### src/rtl/fmul_norm_round.sv
// Single-precision multiplier back end: S1 normalizes the 26x26 significand product,
// S2 rounds, handles specials and exponent range, and packs the IEEE-754 result.
module fmul_norm_round (
    input  logic        clk,
    input  logic        clrn,
    input  logic        in_valid,
    output logic        in_ready,
    input  logic [51:0] prod,
    input  logic [9:0]  exp,
    input  logic        sign,
    input  logic [1:0]  rm,
    input  logic        in_nan,
    input  logic        in_inf,
    input  logic        in_zero,
    output logic        out_valid,
    input  logic        out_ready,
    output logic [31:0] s,
    output logic        overflow,
    output logic        underflow,
    output logic        inexact
);

    typedef enum logic [1:0] {
        RM_RNE = 2'b00,
        RM_RDN = 2'b01,
        RM_RUP = 2'b10,
        RM_RTZ = 2'b11
    } rm_e;

    typedef struct packed {
        logic        sign;
        rm_e         rm;
        logic        nan;
        logic        inf;
        logic        zero;
        logic [22:0] frac;
        logic        guard;
        logic        sticky;
        logic [9:0]  e;
    } s1_t;

    logic en;
    logic v1;
    s1_t  s1_d, s1_q;

    // One shared enable: the whole pipe freezes while the output is stalled.
    assign en       = ~out_valid | out_ready;
    assign in_ready = en;

    // NOTE: every variable in a combinational block gets a default first, so no
    // path can leave it unassigned and infer a latch.
    always_comb begin
        s1_d      = '0;
        s1_d.sign = sign;
        s1_d.rm   = rm_e'(rm);
        s1_d.nan  = in_nan;
        s1_d.inf  = in_inf;
        s1_d.zero = in_zero;
        if (prod[51]) begin
            s1_d.frac   = prod[50:28];
            s1_d.guard  = prod[27];
            s1_d.sticky = |prod[26:0];
            s1_d.e      = exp + 10'd1;
        end else begin
            s1_d.frac   = prod[49:27];
            s1_d.guard  = prod[26];
            s1_d.sticky = |prod[25:0];
            s1_d.e      = exp;
        end
    end

    logic               round_up;
    logic               to_inf;
    logic [23:0]        frac_sum;
    logic signed [9:0]  e_fin;
    logic [31:0]        s_d;
    logic               ovf_d, unf_d, inx_d;

    always_comb begin
        round_up = 1'b0;
        unique case (s1_q.rm)
            RM_RNE:  round_up = s1_q.guard & (s1_q.sticky | s1_q.frac[0]);
            RM_RDN:  round_up = s1_q.sign & (s1_q.guard | s1_q.sticky);
            RM_RUP:  round_up = ~s1_q.sign & (s1_q.guard | s1_q.sticky);
            default: round_up = 1'b0;
        endcase

        // A carry out of the fraction leaves frac_sum[22:0] all zeros and bumps e.
        frac_sum = {1'b0, s1_q.frac} + 24'(round_up);
        e_fin    = $signed(s1_q.e) + (frac_sum[23] ? 10'sd1 : 10'sd0);
        to_inf   = (s1_q.rm == RM_RNE) | ((s1_q.rm == RM_RDN) & s1_q.sign)
                 | ((s1_q.rm == RM_RUP) & ~s1_q.sign);

        s_d   = '0;
        ovf_d = 1'b0;
        unf_d = 1'b0;
        inx_d = 1'b0;
        if (s1_q.nan) begin
            s_d = 32'h7FC0_0000;
        end else if (s1_q.inf) begin
            s_d = {s1_q.sign, 8'hFF, 23'h0};
        end else if (s1_q.zero) begin
            s_d = {s1_q.sign, 31'h0};
        end else if (e_fin >= 10'sd255) begin
            s_d   = to_inf ? {s1_q.sign, 8'hFF, 23'h0} : {s1_q.sign, 8'hFE, 23'h7F_FFFF};
            ovf_d = 1'b1;
            inx_d = 1'b1;
        end else if (e_fin <= 10'sd0) begin
            s_d   = {s1_q.sign, 31'h0};
            unf_d = 1'b1;
            inx_d = 1'b1;
        end else begin
            s_d   = {s1_q.sign, e_fin[7:0], frac_sum[22:0]};
            inx_d = s1_q.guard | s1_q.sticky;
        end
    end

    // NOTE: sequential state uses non-blocking assignments so both stages sample
    // the pre-edge values and shift together.
    always_ff @(posedge clk or negedge clrn) begin
        if (!clrn) begin
            v1        <= 1'b0;
            s1_q      <= '0;
            out_valid <= 1'b0;
            s         <= '0;
            overflow  <= 1'b0;
            underflow <= 1'b0;
            inexact   <= 1'b0;
        end else if (en) begin
            v1        <= in_valid;
            s1_q      <= s1_d;
            out_valid <= v1;
            s         <= s_d;
            overflow  <= ovf_d;
            underflow <= unf_d;
            inexact   <= inx_d;
        end
    end

endmodule
### config.mk
export PLATFORM = sky130hd
export DESIGN_NAME = fmul_norm_round
export DESIGN_NICKNAME = d
export VERILOG_FILES = /design/src/rtl/fmul_norm_round.sv
export SDC_FILE = /design/constraint.sdc
export NUM_CORES = 1
export LEC_CHECK = 0
export ABC_CLOCK_PERIOD_IN_PS = 5700
export BUFFER_PORTS_ARGS = -buffer_cell sky130_fd_sc_hd__buf_2
export CORE_ASPECT_RATIO = 1.5
export CORE_UTILIZATION = 35
export CTS_CLUSTER_SIZE = 24
export DETAILED_ROUTE_END_ITERATION = 16
export PLACE_DENSITY_LB_ADDON = 0.3
export SLEW_MARGIN = 20
export SYNTH_ARGS = -nofsm -noshare
export SYNTH_HDL_FRONTEND = slang
export SYNTH_SLANG_ARGS = --single-unit
### constraint.sdc
create_clock -name clk -period 5.7 [get_ports clk]
set_clock_uncertainty 0.05 [all_clocks]
set_input_delay 1.14 -clock clk [delete_from_list [all_inputs] [get_ports clk]]
set_output_delay 1.14 -clock clk [all_outputs]
set_load 0.02 [all_outputs]
==> reports/qor.yml, run 1 <==
status: "complete, no violations"
cts_sinks: 78
vdd_drop_max_mv: 0.150
die_y_um: 139
ys_seq_area_frac: 0.447
cp.arrival_ns: 5.28
first_iter_violations: 161
cts_htree_levels: 3
die-area_mm2: 0.0129
avgSynthCellArea_um2: 9.25
maxSlewViolCount: 0
dieWidth_um: 93.2
async_reset_ff_frac: 1.00
holdCritPathClass: "reg -> reg"
synth_ff_type: "dfrtp_1"
rows: 49
grt_max_degree: 79
clk_pin_slew_ns: 0.06
grt_overflow_total: 0
fin_util: 0.440
synth_area_leaders: "dfrtp_1 (45%), o21ai_0 (7.3%), nand2_1 (6.5%)"
cp-start-kind: "flop"
vias_per_cell: 5.26
netSwitchingPower_mw: 0.542
netlist_top_cells_count: "dfrtp_1 (78), nand2_1 (76), o21ai_0 (64)"
hold_buffers: 0
grt_busiest_layer: "met2"
yosys.area.top_type: "dfrtp_1"
criticalPathCategory: "reg -> reg"
ioPinCount: 109
ys_seq_elements: 78
start_util: 0.361
synthToLayoutAreaGrowth_pct: 21.9
first_pass_iters: 6
met2_usage: 0.310
clockBufferDepth: 2
num_vias: 3801
syn_area_mm2: 0.00436
period_share: 0.894
grt_pass1_wl_um: 18300
cts_tree: "built"
cp.required_ns: 5.88
rsz0062_at_grt: "false"
leakagePower_nw: 2.43
coreArea_mm2: 0.0121
num-fill-cells: 1191
synthDistinctLibCells: 48
setup_viol: 0
synth.most_common_cell: "dfrtp_1"
wl_um: 11000
nets: 645
cp_max_fo: 25
place_hpwl_um: 8090
clkLatencyLatePin_ns: 0.34
max_freq_mhz: 196
placed_area_mm2: 0.00501
wl_per_cell_um: 15.2
r2r_slack_ns: 0.60
antenna_cells: 0
synth.net_count: 552
p_per_area_mw_per_mm2: 320
finalSetupTns_ns: 0
power_frac_seq: 0.420
slew_headroom: 0.280
antenna_left: 0
drc: 0
cts-root-buf: "clkbuf_16"
synth.top_cell.area_share: 0.447
syn-instance-count: 472
max_cap_violations: 0
numCtsBuffers: 9
antenna_found_initial: 0
combPwrFrac: 0.220
synth_edf_count: 0
hold_violations: 0
p_clk_frac: 0.360
setup.worst_path.end_class: "flop"
tightest_slew_ns: 1.07
p_int_mw: 1.16
grt_use_met1: 0.210
post-route-min-period_ns: 5.10
grt.total_usage: 0.178
grt_pass1_vias: 3850
ys_warn_count: 0
design_area_mm2: 0.00532
port_buffers: 108
met3_usage: 0.0378
gp_congestion: 0.842
drive_gt1_frac: 0.233
switching_share: 0.318
-- sequential cells by signal, indices dropped and copies added (netlist names) --
| register | flops |
|---|---|
| v1 | 1 |
| overflow | 1 |
| out_valid | 1 |
| s1_q | 41 |
| inexact | 1 |
| underflow | 1 |
| s | 32 |
-- logic make-up (layout without fill, tap and decap cells) --
logic type | Yosys count | count (layout) | synth area share
AO/OA/AOI/OAI | 121 | 121 | 0.174
XOR/XNOR | 38 | 38 | 0.0763
adder cells (fa/ha/maj) | 8 | 8 | 0.0229
buffers and inverters | 38 | 136 | 0.0393
flip-flops | 78 | 78 | 0.447
multiplexers | 27 | 27 | 0.0619
AND/OR/NAND/NOR | 162 | 162 | 0.178
-- cell type report --
cell class,instances,area [um2],area share
Clock buffer,10,229,0.0430
Clock inverter,6,83.8,0.0158
Inverter,8,30.0,0.00564
Multi-Input combinational cell,356,2260,0.425
Sequential cell,78,1950,0.367
Tap cell,153,191,0.0360
Timing Repair Buffer,112,573,0.108
-- through the flow --
stage	setup WS, ns	hold slack [ns]	total power, mW	cells
floorplan	1.17	0.380	0.957	472
global placement	0.682	0.401	1.09	707
detailed placement	0.491	0.402	1.10	707
CTS	0.461	0.417	1.72	723
global route	0.160	0.435	1.79	723
finish	0.604	0.410	1.70	723
-- power by group through the flow --
stage	combinational (mW)	clock, mW	sequential (mW)
after global routing	0.420	0.646	0.727
after detailed placement	0.378	0	0.723
after global placement	0.371	0	0.719
final	0.374	0.614	0.715
after CTS	0.379	0.624	0.714
after floorplan	0.222	0	0.735
-- placed cells by master (no fill, tap or decap), drive strengths merged, types with 4 or more instances in the layout --
cell type  netlist  layout
a21oi            8       8
buf             10     112
mux2i           27      27
xor2            26      26
nor4            12      12
xnor2           12      12
nor2            17      17
nand4           11      11
inv              8       9
dfrtp           78      78
a31oi            4       4
clkbuf          20      10
nor3             6       6
and3             7       7
a22o            24      24
nand2           77      77
nand3           16      16
ha               8       8
o21ai           69      69
-- per-layer routing --
metal  wire (um)  part of all wire
met5           0                 0
met2        5710              0.52
met1        4610              0.42
met3         406             0.037
met4         252             0.023
-- worst paths after layout --
| kind | startpoint | end | cells after the start |
|---|---|---|---|
| worst max-delay path | s1_q[38]$_DFFE_PN0P_ | s[3]$_DFFE_PN0P_ | 18 |
| worst max register to register | s1_q[38]$_DFFE_PN0P_ | s[3]$_DFFE_PN0P_ | 18 |
| worst min-delay path | v1$_DFFE_PN0P_ | v1$_DFFE_PN0P_ | 2 |
| worst min register to register | v1$_DFFE_PN0P_ | v1$_DFFE_PN0P_ | 2 |
| min in group asynchronous | clrn | s[15]$_DFFE_PN0P_ | 1 |
| max in group asynchronous | clrn | s1_q[40]$_DFFE_PN0P_ | 1 |
-- timing repair --
action / 4_1_cts / 5_1_grt
endpoints found under the setup margin: 0 / 22
resized for setup: 0 / 1
setup buffers: 0 / 0
-- worst max-delay path, stage by stage (launching register included) --
cell	delay [ns]
dfrtp_1	0.37
inv_1	0.09
ha_1	0.21
xor2_1	0.16
o211ai_1	0.10
a21oi_1	0.15
ha_1	0.23
nand2_1	0.11
nor4_1	0.48
nand2_1	0.15
nor2_1	0.14
ha_1	0.19
ha_1	0.35
inv_1	0.10
or4_1	0.55
and3_1	0.21
a221o_1	0.61
o21a_2	0.48
a22o_1	0.24
Power figures use the tool's default switching activity.
==> run 2: changes to the inputs <==
- CORE_UTILIZATION: 35 -> 54
- RECOVER_POWER: default -> 25
==> reports/qor.yml, run 2 (synthesized netlist as in run 1, its figures left out) <==
cp.arrival_ns: 5.24
die_y_um: 112
drc: 0
criticalPathCategory: "reg -> reg"
vdd_drop_max_mv: 0.206
gp_congestion: 0.930
setup_viol: 0
hold_slack_ns: 0.422
final_cell_mix: "buf_2 (107), dfrtp_1 (78), nand2_1 (76)"
power_frac_seq: 0.431
holdCritPathClass: "reg -> reg"
p_per_area_mw_per_mm2: 317
coreArea_mm2: 0.00771
num_vias: 3770
antenna_left: 0
path_cells: "inv_1, ha_1, xor2_1, o211ai_1, a21oi_1, ha_1, nand2_1, nor4_1, nand2_1, nor2_1, ha_1, ha_1, inv_1, or4_1, and3_1, a221o_1, o21a_2, a22o_1"
nets: 644
cp.required_ns: 5.87
grt_pass1_wl_um: 17000
cts_sinks: 78
hold_path_end: "v1$_DFFE_PN0P_"
ff2ff_path_depth: 18
vias_per_cell: 5.62
min_from: "v1$_DFFE_PN0P_"
holdPathStages: 2
leakagePower_nw: 2.42
status: "finished with violations"
p_clk_frac: 0.347
grt_pass1_vias: 3703
antenna_cells: 0
r2r_slack_ns: 0.62
pre_cts_slack_ns: 0.471
setup.worst_path.end_class: "flop"
max_cap_violations: 1
cts-root-buf: "clkbuf_16"
slew_headroom: -1.68
grt_max_degree: 79
max_freq_mhz: 197
numCtsBuffers: 9
cp_top_family: "simple AND/OR/NAND/NOR gates"
tightest_slew_ns: 4.02
rows: 39
clockBufferDepth: 2
first_pass_iters: 5
antenna_found_initial: 0
netSwitchingPower_mw: 0.525
crit_path_frequent_cell: "ha_1"
critical_path.max_stage_delay_ns: 0.59
start_util: 0.566
die-area_mm2: 0.00845
grt.total_usage: 0.268
cts_htree_levels: 3
cp_num_buf_inv: 2
post-route-min-period_ns: 5.08
drive_gt1_frac: 0.234
switching_share: 0.315
dieWidth_um: 75.4
combPwrFrac: 0.223
p_int_mw: 1.14
maxSlewViolCount: 79
period_share: 0.891
ioPinCount: 109
reg_top3: "s1_q x41, s x32"
largest_register_ffs: 41
hold_violations: 0
num-fill-cells: 647
clk_pin_slew_ns: 0.06
port_buffers: 108
rsz0062_at_grt: "false"
r2r_end: "s[9]$_DFFE_PN0P_"
crit_slowest_cell: "a221o_1"
finalSetupTns_ns: 0
cp_max_fo: 25
wl_um: 10200
clkLatencyLatePin_ns: 0.34
place_hpwl_um: 7580
final_common_cell: "buf_2"
violations: "max-capacitance violations, max-slew violations"
ctsResizeCount: 0
synthToLayoutAreaGrowth_pct: 20.2
regMostFlops: "s1_q"
first_iter_violations: 207
hold_buffers: 0
cp-start-kind: "flop"
cts_tree: "built"
layout_setup_ws_ns: 0.623
wl_per_cell_um: 15.1
r2r_start: "s1_q[38]$_DFFE_PN0P_"
post_cts_buffers: 0
grt_overflow_total: 0
==> run 2: cell types whose count changed in the layout (fill, tap and decap cells not counted) <==
| cell | before | now |
|---|---|---|
| buf_4 | 5 | 3 |
| clkbuf_8 | 0 | 2 |
| bufinv_16 | 2 | 1 |
| clkinv_2 | 3 | 2 |
| clkinvlp_4 | 0 | 1 |
| nor3_1 | 6 | 5 |
| nor3_2 | 0 | 1 |
==> run 2: power by group through the flow <==
stage	sequential [mW]	clock, mW	combinational (mW)
global route	0.729	0.623	0.414
detailed placement	0.723	0	0.373
finish	0.717	0.577	0.371
CTS	0.714	0.592	0.375
floorplan	0.735	0	0.222
global placement	0.720	0	0.365
==> run 2: worst min-delay path, stage by stage, from the launching register on <==
cell and delay (ns):
dfrtp_1 0.35, nand2_1 0.05, nand2_1 0.05
==> run 2: how the worst max path moves through the flow <==
stage,start,to,slack (ns),cells past startpoint
after CTS,s1_q[38]$_DFFE_PN0P_,s[9]$_DFFE_PN0P_,0.43,18
after global placement,s1_q[38]$_DFFE_PN0P_,s[3]$_DFFE_PN0P_,0.73,18
final,s1_q[38]$_DFFE_PN0P_,s[9]$_DFFE_PN0P_,0.62,18
after floorplan,s1_q[38]$_DFFE_PN0P_,s[10]$_DFFE_PN0P_,1.17,20
after global routing,s1_q[38]$_DFFE_PN0P_,s[9]$_DFFE_PN0P_,0.14,18
after detailed placement,s1_q[38]$_DFFE_PN0P_,s[11]$_DFFE_PN0P_,0.47,18
==> run 2: final cells by class <==
class                           instances  area, um2  area share
Clock buffer                           11        253      0.0482
Clock inverter                          5       56.3      0.0107
Inverter                                8       30.0     0.00572
Multi-Input combinational cell        356       2270       0.432
Sequential cell                        78       1950       0.372
Tap cell                              102        128      0.0243
Timing Repair Buffer                  111        562       0.107
==> run 2: per-stage QoR <==
stage	utilization	power, mW	cells	instance area, um2
2_1_floorplan	-	0.957	472	4360
3_3_place_gp	0.640	1.08	655	4930
3_5_place_dp	0.640	1.10	655	4930
4_1_cts	0.680	1.68	671	5240
5_1_grt	0.680	1.77	671	5250
6_report	0.680	1.66	671	5250
==> run 2: per-layer routing <==
layer,vias to the layer above,share of wire,track usage
met1,1756,0.39,0.304
met4,0,0.024,0.104
met5,-,0,0
met2,121,0.54,0.470
met3,19,0.045,0.0637
li1,1874,-,-
==> run 3: changes to the inputs <==
- BUFFER_PORTS_ARGS: -buffer_cell sky130_fd_sc_hd__buf_2 -> default
- CORE_UTILIZATION: 54 -> 55
- DONT_BUFFER_PORTS: default -> 1
==> reports/qor.yml, run 3 (synthesized netlist as in run 1, its figures left out) <==
status: "complete, no violations"
num-fill-cells: 662
combPwrFrac: 0.160
gp_congestion: 0.915
max_cap_violations: 0
place_hpwl_um: 7180
grt.total_usage: 0.249
ff2ff_path_depth: 19
cts_htree_levels: 3
clk_pin_slew_ns: 0.06
finalNonFillerCells: 563
p_int_mw: 1.05
num_vias: 3431
clockBufferDepth: 2
p_total_mw: 1.54
cts_tree: "built"
switching_share: 0.318
placed_cells: 548
maxSlewViolCount: 0
die-area_mm2: 0.00830
drc: 0
r2r_end: "s[0]$_DFFE_PN0P_"
r2r_slack_ns: 0.56
ioPinCount: 109
cp.arrival_ns: 5.31
cts_sinks: 78
first_iter_violations: 236
final_cell_mix: "dfrtp_1 (78), nand2_1 (76), o21ai_0 (64)"
ctsResizeCount: 0
setup_viol: 0
leakagePower_nw: 1.96
design_area_mm2: 0.00468
synthToLayoutAreaGrowth_pct: 7.22
p_clk_frac: 0.345
cp-start-kind: "flop"
vdd_drop_max_mv: 0.207
tightest_slew_ns: 0.906
wl_per_cell_um: 17.2
rows: 39
rsz0062_at_grt: "false"
max_freq_mhz: 195
dieWidth_um: 74.7
first_pass_iters: 6
holdCritPathClass: "reg -> reg"
antenna_found_initial: 0
numCtsBuffers: 9
grt_max_degree: 105
slew_headroom: 0.394
hold_violations: 0
regMostFlops: "s1_q"
cts-root-buf: "clkbuf_16"
placed_area_mm2: 0.00440
clkLatencyLatePin_ns: 0.34
min_from: "v1$_DFFE_PN0P_"
multi_input_area_mm2: 0.00226
p_per_area_mw_per_mm2: 330
finalSetupTns_ns: 0
start_util: 0.570
post_cts_buffers: 0
grt_overflow_total: 0
drive_gt1_frac: 0.0521
post-route-min-period_ns: 5.14
worstSetupEndpoint: "s[0]$_DFFE_PN0P_"
port_buffers: 0
netSwitchingPower_mw: 0.491
setup.worst_path.end_class: "flop"
cp.required_ns: 5.88
final_common_cell: "dfrtp_1"
period_share: 0.901
reg_top3: "s1_q x41, s x32"
wl_um: 9690
criticalPathCategory: "reg -> reg"
antenna_left: 0
regArea_mm2: 0.00195
grt_pass1_wl_um: 15300
vias_per_cell: 6.09
power_frac_seq: 0.496
largest_register_ffs: 41
antenna_cells: 0
hold_buffers: 0
die_y_um: 111
cp_max_fo: 25
grt_pass1_vias: 3256
nets: 537
r2r_start: "s1_q[38]$_DFFE_PN0P_"
coreArea_mm2: 0.00766
cp-startpoint: "s1_q[38]$_DFFE_PN0P_"
-- run 3: cell types whose count changed in the layout (fill, tap and decap cells not counted) --
cell	change
clkinvlp_4	-1
o21a_2	-1
buf_4	+1
bufinv_16	-1
buf_2	-107
o21a_1	+1
-- run 3: layer usage --
layer	GRT usage	part of all wire	wire [um]
met1	0.267	0.38	3660
met3	0.0745	0.054	524
met2	0.429	0.53	5170
met4	0.119	0.035	337
met5	0	0	0
-- run 3: power by group through the flow --
stage	Combinational, mW	Clock, mW	Sequential (mW)
global route	0.280	0.574	0.777
detailed placement	0.248	0	0.775
CTS	0.249	0.541	0.765
global placement	0.240	0	0.772
floorplan	0.222	0	0.735
finish	0.246	0.532	0.766
-- run 3: layout make-up --
class | instances | area share
tap | 102 | 0.0273
clock inverter | 3 | 0.00401
inverter | 8 | 0.00642
timing repair buffer | 4 | 0.00642
sequential | 78 | 0.417
multi-input combinational | 356 | 0.484
clock buffer | 12 | 0.0548
-- run 3: stage by stage --
step	hold WS (ns)	setup slack [ns]	util
floorplan	0.380	1.17	-
global placement	0.392	0.779	0.574
detailed placement	0.402	0.559	0.575
CTS	0.415	0.547	0.611
global route	0.425	0.143	0.611
finish	0.413	0.563	0.611
-- run 3: how the worst min path moves through the flow --
stage	cells after the start	end
after floorplan	2	v1$_DFFE_PN0P_
after global placement	2	v1$_DFFE_PN0P_
after detailed placement	2	v1$_DFFE_PN0P_
after CTS	2	v1$_DFFE_PN0P_
after global routing	0	s1_q[34]$_DFFE_PN0P_
final	2	v1$_DFFE_PN0P_
-- run 3: worst max-delay path: stages (launching register included) --
cell and delay [ns]:
dfrtp_1 0.39, inv_1 0.11, ha_1 0.18, xor2_1 0.15, o211ai_1 0.11, a21oi_1 0.15, ha_1 0.25, nand2_1 0.12
nor4_1 0.28, buf_4 0.19, nand2_1 0.08, nor2_1 0.15, ha_1 0.20, ha_1 0.35, inv_1 0.09, or4_1 0.55
and3_1 0.21, a221o_1 0.59, o21a_1 0.53, a22o_1 0.29
